<file path="src/rtl/lc2k_pkg.sv">
// Shared sizes and types for the LC2K register file slice.
package lc2k_pkg;

   localparam int WORD_W   = 32;
   localparam int NUM_REGS = 8;
   localparam int ADDR_W   = $clog2(NUM_REGS);

   typedef logic [ADDR_W-1:0] reg_idx_t;
   typedef logic [WORD_W-1:0] word_t;

   localparam reg_idx_t REG_ZERO = 3'd0;

endpackage

</file>
<file path="src/rtl/lc2k_reg_scoreboard.sv">
// Per-register busy tracking; exports effective busy (busy minus same-cycle writeback).
module lc2k_reg_scoreboard
   import lc2k_pkg::*;
(
   input  logic                clk,
   input  logic                reset,
   input  logic                write_en,
   input  reg_idx_t            write_reg,
   input  logic                issue_en,
   input  reg_idx_t            issue_reg,
   output logic [NUM_REGS-1:0] eff_busy
);

   logic [NUM_REGS-1:0] busy_r;
   logic [NUM_REGS-1:0] busy_nxt_s;

   // Next busy state: issue sets, writeback clears, set wins; r0 never busy.
   always_comb begin
      busy_nxt_s = busy_r;
      eff_busy   = busy_r;
      for (int i = 0; i < NUM_REGS; i++) begin
         if (write_en && (write_reg == reg_idx_t'(i))) begin
            busy_nxt_s[i] = 1'b0;
            eff_busy[i]   = 1'b0;
         end else begin
            busy_nxt_s[i] = busy_r[i];
         end
         if (issue_en && (issue_reg == reg_idx_t'(i)) && (issue_reg != REG_ZERO)) begin
            busy_nxt_s[i] = 1'b1;
         end else begin
            busy_nxt_s[i] = busy_nxt_s[i];
         end
      end
      busy_nxt_s[0] = 1'b0;
      eff_busy[0]   = 1'b0;
   end

   // Busy state register.
   always_ff @(posedge clk) begin
      if (reset) begin
         busy_r <= '0;
      end else begin
         busy_r <= busy_nxt_s;
      end
   end

endmodule

</file>
<file path="src/rtl/lc2k_reg_file.sv">
// LC2K architectural register file: two registered read ports with write bypass
// and a busy scoreboard that raises hazard instead of performing a stale read.
module lc2k_reg_file
   import lc2k_pkg::*;
(
   input  logic     clk,
   input  logic     reset,
   input  logic     rd_en,
   input  reg_idx_t read_reg_a,
   input  reg_idx_t read_reg_b,
   output word_t    read_data_a,
   output word_t    read_data_b,
   output logic     read_valid,
   output logic     hazard,
   input  logic     write_en,
   input  reg_idx_t write_reg,
   input  word_t    write_data,
   input  logic     issue_en,
   input  reg_idx_t issue_reg
);

   word_t               regs_r [NUM_REGS];
   logic [NUM_REGS-1:0] eff_busy_s;
   word_t               rd_a_s;
   word_t               rd_b_s;
   logic                wr_ok_s;

   function automatic word_t sel_read(input reg_idx_t idx, input logic wr_ok,
                                      input reg_idx_t wr, input word_t wd,
                                      input word_t stored);
      word_t val;
      if (idx == REG_ZERO) begin
         val = 32'h0000_0000;
      end else if (wr_ok && (wr == idx)) begin
         val = wd;
      end else begin
         val = stored;
      end
      return val;
   endfunction

   lc2k_reg_scoreboard u_scoreboard (
      .clk       (clk),
      .reset     (reset),
      .write_en  (write_en),
      .write_reg (write_reg),
      .issue_en  (issue_en),
      .issue_reg (issue_reg),
      .eff_busy  (eff_busy_s)
   );

   // Hazard check and bypassed operand selection.
   always_comb begin
      wr_ok_s = write_en && (write_reg != REG_ZERO);
      hazard  = rd_en & (eff_busy_s[read_reg_a] | eff_busy_s[read_reg_b]);
      rd_a_s  = sel_read(read_reg_a, wr_ok_s, write_reg, write_data, regs_r[read_reg_a]);
      rd_b_s  = sel_read(read_reg_b, wr_ok_s, write_reg, write_data, regs_r[read_reg_b]);
   end

   // Register storage and registered read port.
   always_ff @(posedge clk) begin
      if (reset) begin
         for (int i = 0; i < NUM_REGS; i++) begin
            regs_r[i] <= '0;
         end
         read_data_a <= '0;
         read_data_b <= '0;
         read_valid  <= 1'b0;
      end else begin
         if (wr_ok_s) begin
            regs_r[write_reg] <= write_data;
         end
         if (rd_en && !hazard) begin
            read_data_a <= rd_a_s;
            read_data_b <= rd_b_s;
            read_valid  <= 1'b1;
         end else begin
            read_valid  <= 1'b0;
         end
      end
   end

endmodule

</file>
<file path="config.mk">
export PLATFORM = sky130hd
export DESIGN_NAME = lc2k_reg_file
export DESIGN_NICKNAME = d
export VERILOG_FILES = /design/src/rtl/lc2k_pkg.sv /design/src/rtl/lc2k_reg_scoreboard.sv /design/src/rtl/lc2k_reg_file.sv
export SDC_FILE = /design/constraint.sdc
export NUM_CORES = 1
export LEC_CHECK = 0
export CAP_MARGIN = 25
export CELL_PAD_IN_SITES_DETAIL_PLACEMENT = 0
export CELL_PAD_IN_SITES_GLOBAL_PLACEMENT = 1
export CORE_MARGIN = 3
export CORE_UTILIZATION = 30
export CTS_BUF_LIST = sky130_fd_sc_hd__clkbuf_8
export DETAILED_ROUTE_END_ITERATION = 8
export GPL_TIMING_DRIVEN = 1
export PLACE_DENSITY_LB_ADDON = 0.1
export SYNTH_ARGS = -nofsm -noshare
export SYNTH_HDL_FRONTEND = slang
export SYNTH_SLANG_ARGS = --single-unit
</file>
<file path="constraint.sdc">
create_clock -name clk -period 3.6 [get_ports clk]
set_input_delay 0.72 -clock clk [delete_from_list [all_inputs] [get_ports clk]]
set_output_delay 0.72 -clock clk [all_outputs]
set_load 0.005 [all_outputs]
</file>
# --- After elaboration in Yosys (flattened, before gate mapping) ---
# Memory sizes are Yosys's and may differ from the RTL's.
# Index checks and enable logic that the tools add are counted.
word_totals:
  ff_bits: 72
  ram_bits: 256
  inputBits: 49
  out_inout_bits: 66
  wordCells: 87
  memories: 1
classes:
  order_cmp: 2
  n_eq_ne: 16
  muxes: 31
  bitwise_logic: 2
  reduce_logical: 31
memory_table:
  columns: ["name", "words", "word_bits", "read_ports", "rd_clocked_by_memory_dff", "wr", "line_no", "text"]
  rows:
  - ["regs_r", 8, 32, 2, 0, 8, "lc2k_reg_file.sv:22", "word_t regs_r [NUM_REGS];"]
ops:
  columns: ["cell", "count"]
  rows:
  - ["$mux 32", 5]
  - ["$reduce_or 32->1", 1]
  - ["$logic_and 1x1->1", 25]
  - ["$eq 3x3->1 const B", 8]
  - ["$mux 1", 23]
  - ["$eq 3x2->1 const B", 4]
  - ["$lt 3x4->1 const B", 2]
  - ["$bmux 1 s3", 2]
  - ["$eq 3x1->1 const B", 2]
  - ["$eq 3x3->1", 2]
  - ["$logic_not 3->1", 2]
  - ["$reduce_bool 3->1", 2]
  - ["$mux 3", 1]
  - ["$and 1x1->1", 1]
  - ["$logic_not 1->1", 1]
  - ["$or 1x1->1", 1]

# --- Depth between registers and ports, before layout ---
# Gate-level depths: netlist (run 1).
depth:
  ltp_word: 10
  mapped_depth: 9
  ltp_nobuf: 6

# --- Cells and area by module ---
# Synthesis (run 1) repeated with hierarchy kept, for this count alone.
hier_totals:
  cells_unflattened: 1300
  hier_area_um2: 15280.9
by_module_without_submodules:
  columns: ["mod", "n_inst", "cells_each", "area_per_inst_um2", "seq_area_each_um2"]
  rows:
  - ["lc2k_reg_file", 1, 1255, 14839.2, 8027.7]
  - ["lc2k_reg_scoreboard", 1, 45, 441.7, 140.1]

# --- Worst setup path after synthesis (run 1) ---
# OpenSTA, ideal clock, no wires.
synth_timing:
  kind: "input port to output port"
  start: "input port write_en"
  end: "output port hazard"
  t_arrival_ns: 1.797
  t_required_ns: 2.880
  path_slack_ns: 1.083
  path_stages: 6
  n_path_buf: 1
  cell_sequence: "buf_2 > and4bb_2 > o32ai_1 > a221oi_2 > o22ai_1 > and2_1"
synth_between:
  elab_chain_len: 6
  elab_cells_between_ends: 20
  cone_classes: "mux (11); bitwise (2); reduce/logical (7)"
synth_lines:
  columns: ["element", "line_no", "text"]
  rows:
  - ["start, declared", "lc2k_reg_file.sv:15", "input logic write_en,"]
  - ["$logic_and 1x1->1", "lc2k_reg_scoreboard.sv:22", "if (write_en && (write_reg == reg_idx_t'(i))) begin"]
  - ["$mux 1", null, null]
  - ["$bmux 1 s3", "lc2k_reg_file.sv:55", "hazard = rd_en & (eff_busy_s[read_reg_a] | eff_busy_s[read_reg_b]);"]
  - ["$mux 1 (not written as such)", "lc2k_reg_file.sv:55", null]
  - ["$or 1x1->1 (*)", "lc2k_reg_file.sv:55", null]
  - ["$and 1x1->1 (*)", "lc2k_reg_file.sv:55", null]
  - ["end, declared", "lc2k_reg_file.sv:14", "output logic hazard,"]
# Mark *: on every way between the ends. The rest lies on a longest branch, timed or not. The select of a mux whose other input is x is not followed.

# --- Final worst setup path (run 1) ---
layout_timing:
  start: "input port write_reg[1]"
  end: "output port hazard"
layout_between:
  elab_chain_len: 7
  elab_cells_between_ends: 27
  cone_classes: "eq/ne (7); mux (11); bitwise (2); reduce/logical (7)"
layout_lines:
  columns: ["element", "line_no", "text"]
  rows:
  - ["start, declared", "lc2k_reg_file.sv:16", "input reg_idx_t write_reg,"]
  - ["$eq 3x1->1 (tied with other cells)", "lc2k_reg_scoreboard.sv:22", null]
  - ["$logic_and 1x1->1", "lc2k_reg_scoreboard.sv:22", null]
  - ["$mux 1", null, null]
  - ["$bmux 1 s3", "lc2k_reg_file.sv:55", null]
  - ["$mux 1 (not written as such)", "lc2k_reg_file.sv:55", null]
  - ["$or 1x1->1 (*)", "lc2k_reg_file.sv:55", null]
  - ["$and 1x1->1 (*)", "lc2k_reg_file.sv:55", null]
# Marks and branches as above.

==> impl_metrics.env, run 1 <==
export IMPL_status="complete, no violations"
export IMPL_fin_skew_ps=15.00
export IMPL_cts_buffers=56
export IMPL_ant_nets=0
export IMPL_syn_num_nets=1442
export IMPL_clock_path_buffers=3
export IMPL_seqPwrFrac_pct=46.9
export IMPL_drt_iter0_markers=885
export IMPL_gp_congestion=0.8005
export IMPL_fin_cells=2218
export IMPL_vias_per_cell=5.344
export IMPL_ys_seq_area_share_pct=53.67
export IMPL_pin_count=115
export IMPL_worstPathArrival_ps=2680
export IMPL_antenna_found_initial=1
export IMPL_dr_pass1_iters=7
export IMPL_maxCapViolations=0
export IMPL_antennaDiodeCount=0
export IMPL_post_route_period_util_pct=94.51
export IMPL_clock_sinks=296
export IMPL_hold_viol=0
export IMPL_num_nets_final=1555
export IMPL_final_cell_mix="and2_1 (256), edfxtp_1 (224), o22ai_1 (129)"
export IMPL_rows=81
export IMPL_yosys_register_bits=296
export IMPL_crit_type="input pin to output pin"
export IMPL_finalCriticalPeriod_ps=3402
export IMPL_worst_slew_pin_slew_ps=689.1
export IMPL_final_common_cell="and2_1"
export IMPL_path_clk_slew_ps=60
export IMPL_grt_max_degree=95
export IMPL_place_inst=2112
export IMPL_min_from="read_data_a[11]"
export IMPL_yosysWarnings=0
export IMPL_cts_hold_buffers=0
export IMPL_die_x_um=231.2
export IMPL_endpoint_kind="output pin"
export IMPL_p_sw_w=0.002350
export IMPL_layout_drive_gt1_share_pct=13.96
export IMPL_wirelength_um=54730
export IMPL_hold_end="read_data_a[11]"
export IMPL_power_density_mw_per_mm2=459.6
export IMPL_setup_viol=0
export IMPL_area_growth_pct=21.96
export IMPL_regToRegStartpoint="u_scoreboard.busy_r[6]"
export IMPL_avgSynthCellArea_um2=10.92
export IMPL_crit_fanout=10
export IMPL_placedInstanceArea_mm2=0.01741
export IMPL_core_area_mm2=0.04956
export IMPL_grt_pass1_vias=12030
export IMPL_start_util_pct=30.71
export IMPL_via_count=11850
export IMPL_fin_area_mm2=0.01856
export IMPL_gr_total_overflow=0
export IMPL_relSlewSlack_pct=54.06
export IMPL_fmax_mhz=293.9
export IMPL_hp_class="flip-flop to flip-flop"
export IMPL_avgRoutedWirePerCell_um=24.68
export IMPL_cts_root_buffer="clkbuf_8"
export IMPL_grt_pass1_wl_um=80410
export IMPL_ys_types=43
export IMPL_intPower_w=0.006180
export IMPL_drc=0
export IMPL_switching_share_pct=27.55
export IMPL_final_max_slew_viol_count=0
export IMPL_r2r_setup_slack_ps=1540
export IMPL_clock_latency_ps=660
export IMPL_holdPathStages=2
export IMPL_rsz0062_at_grt="no"
export IMPL_syn_inst=1393
export IMPL_die_h_um=231.2
export IMPL_leakage_nw=6.865
export IMPL_critPathLaunchType="input pin"
export IMPL_syn_area_mm2=0.01522
export IMPL_pwr_share_clk_pct=38.9
export IMPL_dp_hpwl_um=31000
export IMPL_die_area_mm2=0.05347
export IMPL_htree_levels=2
export IMPL_required_ps=2880
export IMPL_r2r_end="read_data_b[8]"
export IMPL_timing_hold_ws_ps=485.5
export IMPL_comb_power_share_pct=14.2
export IMPL_ff2ff_path_depth=8
export IMPL_grt_total_usage_pct=20.23
export IMPL_vdd_drop_max_mv=0.2477
export IMPL_cts_tree="built"
export IMPL_portBuffers=114
routing by layer:
layer / share of wire [%] / global-route usage (%) / routed length, um / vias up
li1: - / - / - / 5471
met1: 46 / 27.66 / 25100 / 5923
met3: 5.6 / 3.159 / 3089 / 89
met4: 2.7 / 6.469 / 1471 / 0
met2: 46 / 32.91 / 25070 / 371
met5: 0 / 0 / 0 / -
cell families after synthesis:
| group | count (synthesis) | share of synthesized area, % |
|---|---|---|
| simple gates | 417 | 16.96 |
| xor+xnor | 4 | 0.2302 |
| mux | 96 | 6.314 |
| flops | 296 | 53.67 |
| buf+inv | 168 | 4.686 |
| compound gates | 412 | 18.14 |
registers in the layout (all words and copies together), names as in the netlist:
signal and flops:
read_data_b 32, u_scoreboard.busy_r 7, read_data_a 32, regs_r 224
read_valid 1
how the worst max path moves through the flow:
stage	start	to	slack, ps	depth (start not counted)
after CTS	write_reg[2]	hazard	30	7
final	write_reg[1]	hazard	200	8
after floorplan	write_en	hazard	1080	6
after global routing	write_reg[1]	hazard	110	8
after detailed placement	write_reg[1]	hazard	-30	8
after global placement	write_reg[1]	hazard	-40	8
repair_timing:
action	in CTS	in global routing
buffers inserted	0	0
setup endpoints to repair	1	1
gates resized for setup	3	3
final cells by class:
| cell class | count | area, um2 |
|---|---|---|
| timing repair buffer | 187 | 1878 |
| sequential | 296 | 8168 |
| fill | 4941 | 31000 |
| clock buffer | 68 | 935.9 |
| multi-input combinational | 929 | 6422 |
| inverter | 36 | 135.1 |
| clock inverter | 38 | 190.2 |
| tap | 664 | 830.8 |
power by group through the flow:
stage,Clock [W],Sequential (W),Combinational [W]
final,0.00332,0.00400,0.00121
after global routing,0.00358,0.00403,0.00131
after CTS,0.00343,0.00400,0.00122
after detailed placement,0,0.00407,0.00122
after global placement,0,0.00406,0.00122
after floorplan,0,0.00405,0.000652
stage by stage:
| step | util [%] | setup slack (ps) | setup TNS (ps) | power [W] |
|---|---|---|---|---|
| 5_1_grt | 37.45 | 114.4 | 0 | 0.008920 |
| 4_1_cts | 37.44 | 32.72 | 0 | 0.008658 |
| 3_5_place_dp | 35.13 | -29.47 | -29.47 | 0.005286 |
| 2_1_floorplan | - | 1083 | 0 | 0.004700 |
| 3_3_place_gp | 35.13 | -38.08 | -38.08 | 0.005287 |
| 6_report | 37.45 | 197.6 | 0 | 0.008530 |
synthesized netlist by cell type (all sizes together):
master    n  area [um2]
o32ai     6       67.56
nand2    42       157.7
and2    258        1614
o221ai    1       15.01
dfxtp    72        1441
mux2i    96       960.9
nor2      9       33.78
inv      36       135.1
nor2b     3       18.77
o21ai    68       340.3
and3      2       12.51
nand4     1       6.260
edfxtp  224        6726
o21bai    2       15.01
a211o     1       8.760
a211oi   32       240.2
o21a      1       7.510
nand2b    7       43.79
buf      45       251.5
nor3b     3       22.52
a21oi    72       371.6
nand3     6       30.03
nor3      4       20.02
and4bb    2       25.02
or2      10       62.56
o31ai    65       488.0
clkbuf   87       326.6
a221oi    2       30.03
o221a    32       360.4
a32oi     1       8.760
or3b      1       8.760
o22ai   129       807.0
nand3b   65       488.0
and4      1       8.760
nand4b    1       8.760
and4b     2       20.02
xnor2     4       35.03
critical path, cell delays in order:
cell and delay (ps):
dlygate4sd2_1 310, buf_4 210, nand2b_1 90, o21a_1 250
a221oi_4 340, o22ai_1 130, and2_1 180, clkdlybuf4s50_1 440
No activity file was read; power rests on OpenSTA's default activity.
==> inputs of run 2 (changes only) <==
CORE_UTILIZATION = 53   (was 30)
SYNTH_HIERARCHICAL = 1   (was unset)
==> run 2 against run 1 <==
First-iteration DRC count grew 30%. Global-route usage grew 7.8 points. Routed wire length shrank 20%. Critical path type unchanged. Largest power group unchanged.
==> impl_metrics.env, run 2 <==
export IMPL_synth_top_family_by_area="simple AND/OR/NAND/NOR gates"
export IMPL_synth_compound_area_share_pct=17.46
export IMPL_endpoint_kind="output pin"
export IMPL_leakage_nw=6.688
export IMPL_cts_setup_buffers=0
export IMPL_finalCriticalPeriod_ps=3217
export IMPL_grt_pass1_wl_um=66830
export IMPL_ys_types=42
export IMPL_avgRoutedWirePerCell_um=23.85
export IMPL_required_ps=2880
export IMPL_via_count=11390
export IMPL_yosys_area_top_type="edfxtp_1"
export IMPL_area_growth_pct=17.49
export IMPL_yosysMostFrequentCell="and2_1"
export IMPL_critPathLaunchType="input pin"
export IMPL_power_w=0.007960
export IMPL_ys_seq_area_share_pct=53.45
export IMPL_num_nets_final=1463
export IMPL_muxShareOfSynthArea_pct=7.091
export IMPL_htree_levels=2
export IMPL_vdd_drop_max_mv=0.2595
export IMPL_final_cell_mix="and2_1 (228), edfxtp_1 (224), clkdlybuf4s50_1 (103)"
export IMPL_power_density_mw_per_mm2=443.3
export IMPL_placedInstanceArea_mm2=0.01705
export IMPL_dp_hpwl_um=25110
export IMPL_synth_async_reset_ratio_pct=0
export IMPL_yosysWarnings=6
export IMPL_worst_slew_pin_slew_ps=1046
export IMPL_crit_fanout=8
export IMPL_grt_max_degree=97
export IMPL_dr_pass1_iters=5
export IMPL_start_util_pct=54.41
export IMPL_synth_top_area_share_pct=44.02
export IMPL_top_register="regs_r"
export IMPL_fill_cells=2261
export IMPL_clock_latency_ps=600
export IMPL_relSlewSlack_pct=30.24
export IMPL_antennaDiodeCount=0
export IMPL_fin_area_mm2=0.01795
export IMPL_die_h_um=175.8
export IMPL_hp_class="flip-flop to flip-flop"
export IMPL_syn_area_mm2=0.01528
export IMPL_yosys_register_bits=296
export IMPL_status="complete, no violations"
export IMPL_portBuffers=114
export IMPL_cts_root_buffer="clkbuf_8"
export IMPL_post_route_period_util_pct=89.37
export IMPL_final_common_cell="and2_1"
export IMPL_synthXorXnorAreaFrac_pct=0.2293
export IMPL_fin_skew_ps=23.93
export IMPL_core_area_mm2=0.02809
export IMPL_grt_pass1_vias=11640
export IMPL_fmax_mhz=310.8
export IMPL_synthSimpleGateAreaFrac_pct=18.23
export IMPL_synth_edf_count=224
export IMPL_ant_nets=0
export IMPL_preCtsSetupSlack_ps=-194.1
export IMPL_setup_viol=0
export IMPL_largest_reg_flops=224
export IMPL_path_clk_slew_ps=60
export IMPL_maxCapViolations=0
export IMPL_cts_tree="built"
export IMPL_cts_buffers=50
export IMPL_antenna_found_initial=1
export IMPL_synth_common_cells="and2_1 (228), edfxtp_1 (224), mux2i_1 (97)"
export IMPL_pin_count=115
export IMPL_syn_num_nets=1349
export IMPL_die_area_mm2=0.03091
export IMPL_drt_iter0_markers=1152
export IMPL_layout_drive_gt1_share_pct=13.06
export IMPL_rsz0062_at_grt="no"
export IMPL_gp_congestion=0.7982
export IMPL_clock_path_buffers=3
export IMPL_worstPathArrival_ps=2500
export IMPL_syn_inst=1300
export IMPL_hold_viol=0
export IMPL_gr_total_overflow=0
export IMPL_top_regs="regs_r (224), read_data_a (32), read_data_b (32)"
export IMPL_vias_per_cell=6.213
export IMPL_drc=0
export IMPL_synth_fa_ha_area_share_pct=0
export IMPL_final_util_pct=63.92
export IMPL_wirelength_um=43720
export IMPL_postSynth_topFlopCell="edfxtp_1"
export IMPL_die_x_um=175.8
export IMPL_rows=61
export IMPL_final_max_slew_viol_count=0
export IMPL_grt_total_usage_pct=28.08
export IMPL_synth_area_top_cells="edfxtp_1 (44%), dfxtp_1 (9.4%), and2_1 (9.3%), mux2i_1 (6.4%), o2bb2ai_1 (4.4%)"
export IMPL_crit_type="input pin to output pin"
export IMPL_clock_sinks=296
export IMPL_avgSynthCellArea_um2=11.75
export IMPL_fin_ws_ps=382.5
## run 2: where the power goes
group	switching (W)	internal (W)	leakage, nW
logic	0.000631	0.000530	3.42
clock network	0.00139	0.00138	0.527
registers	0.000122	0.00391	2.74
## run 2: cell families after synthesis
kind of cell	Yosys count
flip-flops	296
AO/OA/AOI/OAI	334
XOR/XNOR	4
multiplexers	103
other	1
AND/OR/NAND/NOR	443
buffers and inverters	119
## run 2: cell type report
type | count | area (um2) | share of cell area (%)
inverters | 2 | 7.507 | 0.04181
flip-flops and latches | 296 | 8168 | 45.49
clock buffers | 54 | 743.2 | 4.140
multi-input cells | 885 | 6621 | 36.88
well taps | 378 | 473.0 | 2.634
repair buffers | 179 | 1774 | 9.882
clock inverters | 39 | 166.4 | 0.9269
## run 2: what timing repair did
action                                  CTS  global route
endpoints found under the setup margin    1             1
hold buffers                              0             0
hold endpoints to repair                  0             0
gates resized for setup                   4             1
## run 2: layer usage
| metal | up-vias | part of all wire [%] | global-route usage [%] |
|---|---|---|---|
| met5 | - | 0 | 0 |
| met4 | 0 | 2.5 | 8.842 |
| met3 | 85 | 7.3 | 4.907 |
| met2 | 471 | 48 | 47.41 |
| met1 | 5671 | 42 | 37.06 |
| li1 | 5161 | - | - |
## run 2: through the flow
step | cells | TNS (ps) | hold WS, ps
after floorplan | 1300 | 0 | 455.1
after global placement | 1738 | -127.8 | 443.4
after detailed placement | 1740 | -194.1 | 446.6
after CTS | 1833 | 0 | 465.2
after global routing | 1833 | 0 | 477.5
final | 1833 | 0 | 458.5
## run 2: worst paths after layout
check,from,to,slack (ps),cells after the start
max reg2reg,u_scoreboard/busy_r[7],read_data_a[13],1310,7
max,write_reg[0],hazard,380,8
min reg2reg,read_data_b[7],read_data_b[7],460,1
min,read_data_b[7],read_data_b[7],460,1
## run 2: worst max-delay path, cell delays in order
cell and delay (ps):
dlygate4sd2_1 300, nand4b_1 220, and2_1 200, mux4_2 450
mux2_2 290, inv_2 60, a21boi_0 80, dlymetal6s2s_1 170
==> inputs of run 3 (changes only) <==
CORE_UTILIZATION = 45   (was 53)
TNS_END_PERCENT = 1   (was unset)
clock period = 2.65 ns   (was 3.6 ns; I/O delays follow)
==> run 3 against run 2 <==
Sequential share of layout area fell by 1.6 points. Clock-buffer cell count rose by 3. Power rose by 42%. Largest cell class unchanged. Highest routed layer unchanged.
==> impl_metrics.env, run 3 (synthesized netlist as in run 2, its figures left out) <==
export IMPL_dp_hpwl_um=27750
export IMPL_hp_class="input pin to flip-flop"
export IMPL_wirelength_um=46120
export IMPL_endpoint_kind="output pin"
export IMPL_path_clk_slew_ps=60
export IMPL_path_common_cell="buf_2"
export IMPL_wl_met2_um=21890
export IMPL_die_h_um=190.3
export IMPL_gp_congestion=0.8071
export IMPL_grt_max_degree=84
export IMPL_fin_skew_ps=17.39
export IMPL_cpLargestDelayFamily="multiplexers"
export IMPL_rows=66
export IMPL_status="complete, no violations"
export IMPL_grt_total_usage_pct=25.14
export IMPL_cts_buffers=51
export IMPL_maxCapViolations=0
export IMPL_crit_buf_inv=3
export IMPL_drc=0
export IMPL_rsz0062_at_grt="yes"
export IMPL_holdPathStages=4
export IMPL_min_from="write_reg[2]"
export IMPL_top_regs="regs_r (224), read_data_a (32), read_data_b (32)"
export IMPL_relSlewSlack_pct=59.31
export IMPL_via_count=11440
export IMPL_die_x_um=190.3
export IMPL_startpoint="write_reg[1]"
export IMPL_gr_total_overflow=0
export IMPL_portBuffers=114
export IMPL_required_ps=2120
export IMPL_dr_pass1_iters=5
export IMPL_fin_area_mm2=0.01862
export IMPL_clock_latency_ps=570
export IMPL_critPathLaunchType="input pin"
export IMPL_avgRoutedWirePerCell_um=23.77
export IMPL_post_route_period_util_pct=98.29
export IMPL_top_register="regs_r"
export IMPL_cp_slowest_cell="mux4_2"
export IMPL_antenna_found_initial=0
export IMPL_met1_length_um=20330
export IMPL_cts_tree="built"
export IMPL_clock_path_buffers=3
export IMPL_drt_iter0_markers=874
export IMPL_pin_count=115
export IMPL_htree_levels=2
export IMPL_largest_reg_flops=224
export IMPL_worst_slew_pin_slew_ps=610.4
export IMPL_setup_viol=0
export IMPL_crit_type="input pin to output pin"
export IMPL_cts_root_buffer="clkbuf_8"
export IMPL_hold_viol=0
export IMPL_r2r_end="read_data_b[10]"
export IMPL_fill_cells=2869
export IMPL_layout_drive_gt1_share_pct=16.43
export IMPL_ff2ff_path_depth=7
export IMPL_worstPathCellList="buf_2, nand4b_1, and2_4, mux4_2, mux2_4, inv_4, a21boi_2, buf_2"
export IMPL_area_growth_pct=21.87
export IMPL_num_nets_final=1503
export IMPL_top_layer_used="met4"
export IMPL_worstPathArrival_ps=2070
export IMPL_dr_wl_met3_um=3043
export IMPL_power_w=0.01133
export IMPL_vias_per_cell=5.898
export IMPL_grt_pass1_vias=11460
export IMPL_grt_pass1_wl_um=69710
export IMPL_multiInputGateArea_mm2=0.006634
export IMPL_fin_ws_ps=45.31
export IMPL_cts_hold_buffers=0
export IMPL_vdd_drop_max_mv=0.3776
export IMPL_crit_fanout=8
export IMPL_r2r_setup_slack_ps=500
export IMPL_preCtsSetupSlack_ps=-764.3
export IMPL_hold_end="u_scoreboard/busy_r[7]"
export IMPL_die_area_mm2=0.03620
export IMPL_power_density_mw_per_mm2=608.1
export IMPL_ant_nets=0
export IMPL_area_sequential_mm2=0.008169
export IMPL_placedInstanceArea_mm2=0.01759
export IMPL_final_cell_mix="and2_1 (226), edfxtp_1 (224), clkdlybuf4s50_1 (103)"
export IMPL_cpPeakStageDelay_ps=460
export IMPL_leakage_nw=7.015
export IMPL_finalCriticalPeriod_ps=2605
export IMPL_core_area_mm2=0.03303
export IMPL_start_util_pct=46.26
export IMPL_final_common_cell="and2_1"
export IMPL_regToRegStartpoint="u_scoreboard/busy_r[2]"
export IMPL_clock_sinks=296
export IMPL_final_max_slew_viol_count=0
export IMPL_fmax_mhz=383.9
## run 3: changes by cell type in the layout (fill, tap and decap cells not counted), moves of 4 or more
| cell | delta |
|---|---|
| buf_2 | +5 |
| dlygate4sd2_1 | -4 |
| clkinv_1 | -7 |
| buf_4 | +24 |
| buf_12 | +16 |
| clkinv_2 | +4 |
## run 3: what timing repair did
item | CTS | global route
hold endpoints to repair | 0 | 0
buffers inserted | 0 | 1
gates resized for setup | 24 | 3
setup endpoints to repair | 1 | 1
pin swaps | 3 | 1
## run 3: worst max-delay path by stage
stage                            endpoint  cells past startpoint
after floorplan           read_data_b[14]                      8
after global placement             hazard                      8
after detailed placement           hazard                      8
after CTS                          hazard                      6
after global routing               hazard                      8
final                              hazard                      8
## run 3: per-layer routing
metal  GRT usage [%]  vias to the layer above
met5               0                        -
met3           3.787                       68
met1           34.69                     5700
met2           41.72                      414
li1                -                     5260
met4           6.717                        0
## run 3: per-stage QoR
| stage | hold slack (ps) | util [%] | cells | TNS, ps |
|---|---|---|---|---|
| global placement | 444.0 | 53.26 | 1842 | -35530 |
| detailed placement | 445.8 | 53.26 | 1842 | -41610 |
| CTS | 404.7 | 56.33 | 1938 | 0 |
| floorplan | 455.1 | - | 1300 | 0 |
| global route | 463.8 | 56.37 | 1939 | -20.07 |
| finish | 446.0 | 56.38 | 1940 | 0 |
## run 3: area by class of cell
| type | instances | share of cell area, % |
|---|---|---|
| flip-flops and latches | 296 | 43.87 |
| multi-input cells | 885 | 35.62 |
| repair buffers | 218 | 11.95 |
| clock buffers | 57 | 4.213 |
| well taps | 442 | 2.970 |
| clock inverters | 39 | 1.317 |
| inverters | 2 | 0.05375 |
| diodes | 1 | 0.01344 |
## run 3: worst register-to-register path: stages, from the launching register on
cell	delay, ps
dfxtp_1	330
nor2b_1	150
mux4_2	450
mux2_4	300
and4bb_4	410
o21ai_4	100
buf_12	190
o2bb2ai_1	160
## run 3: power by group
part / switching, W / leakage (nW) / total, W / internal [W]
Sequential: 0.000170 / 2.74 / 0.00548 / 0.00531
Combinational: 0.000889 / 3.67 / 0.00168 / 0.000790
Clock: 0.00189 / 0.607 / 0.00417 / 0.00227
Total: 0.00295 / 7.01 / 0.0113 / 0.00837
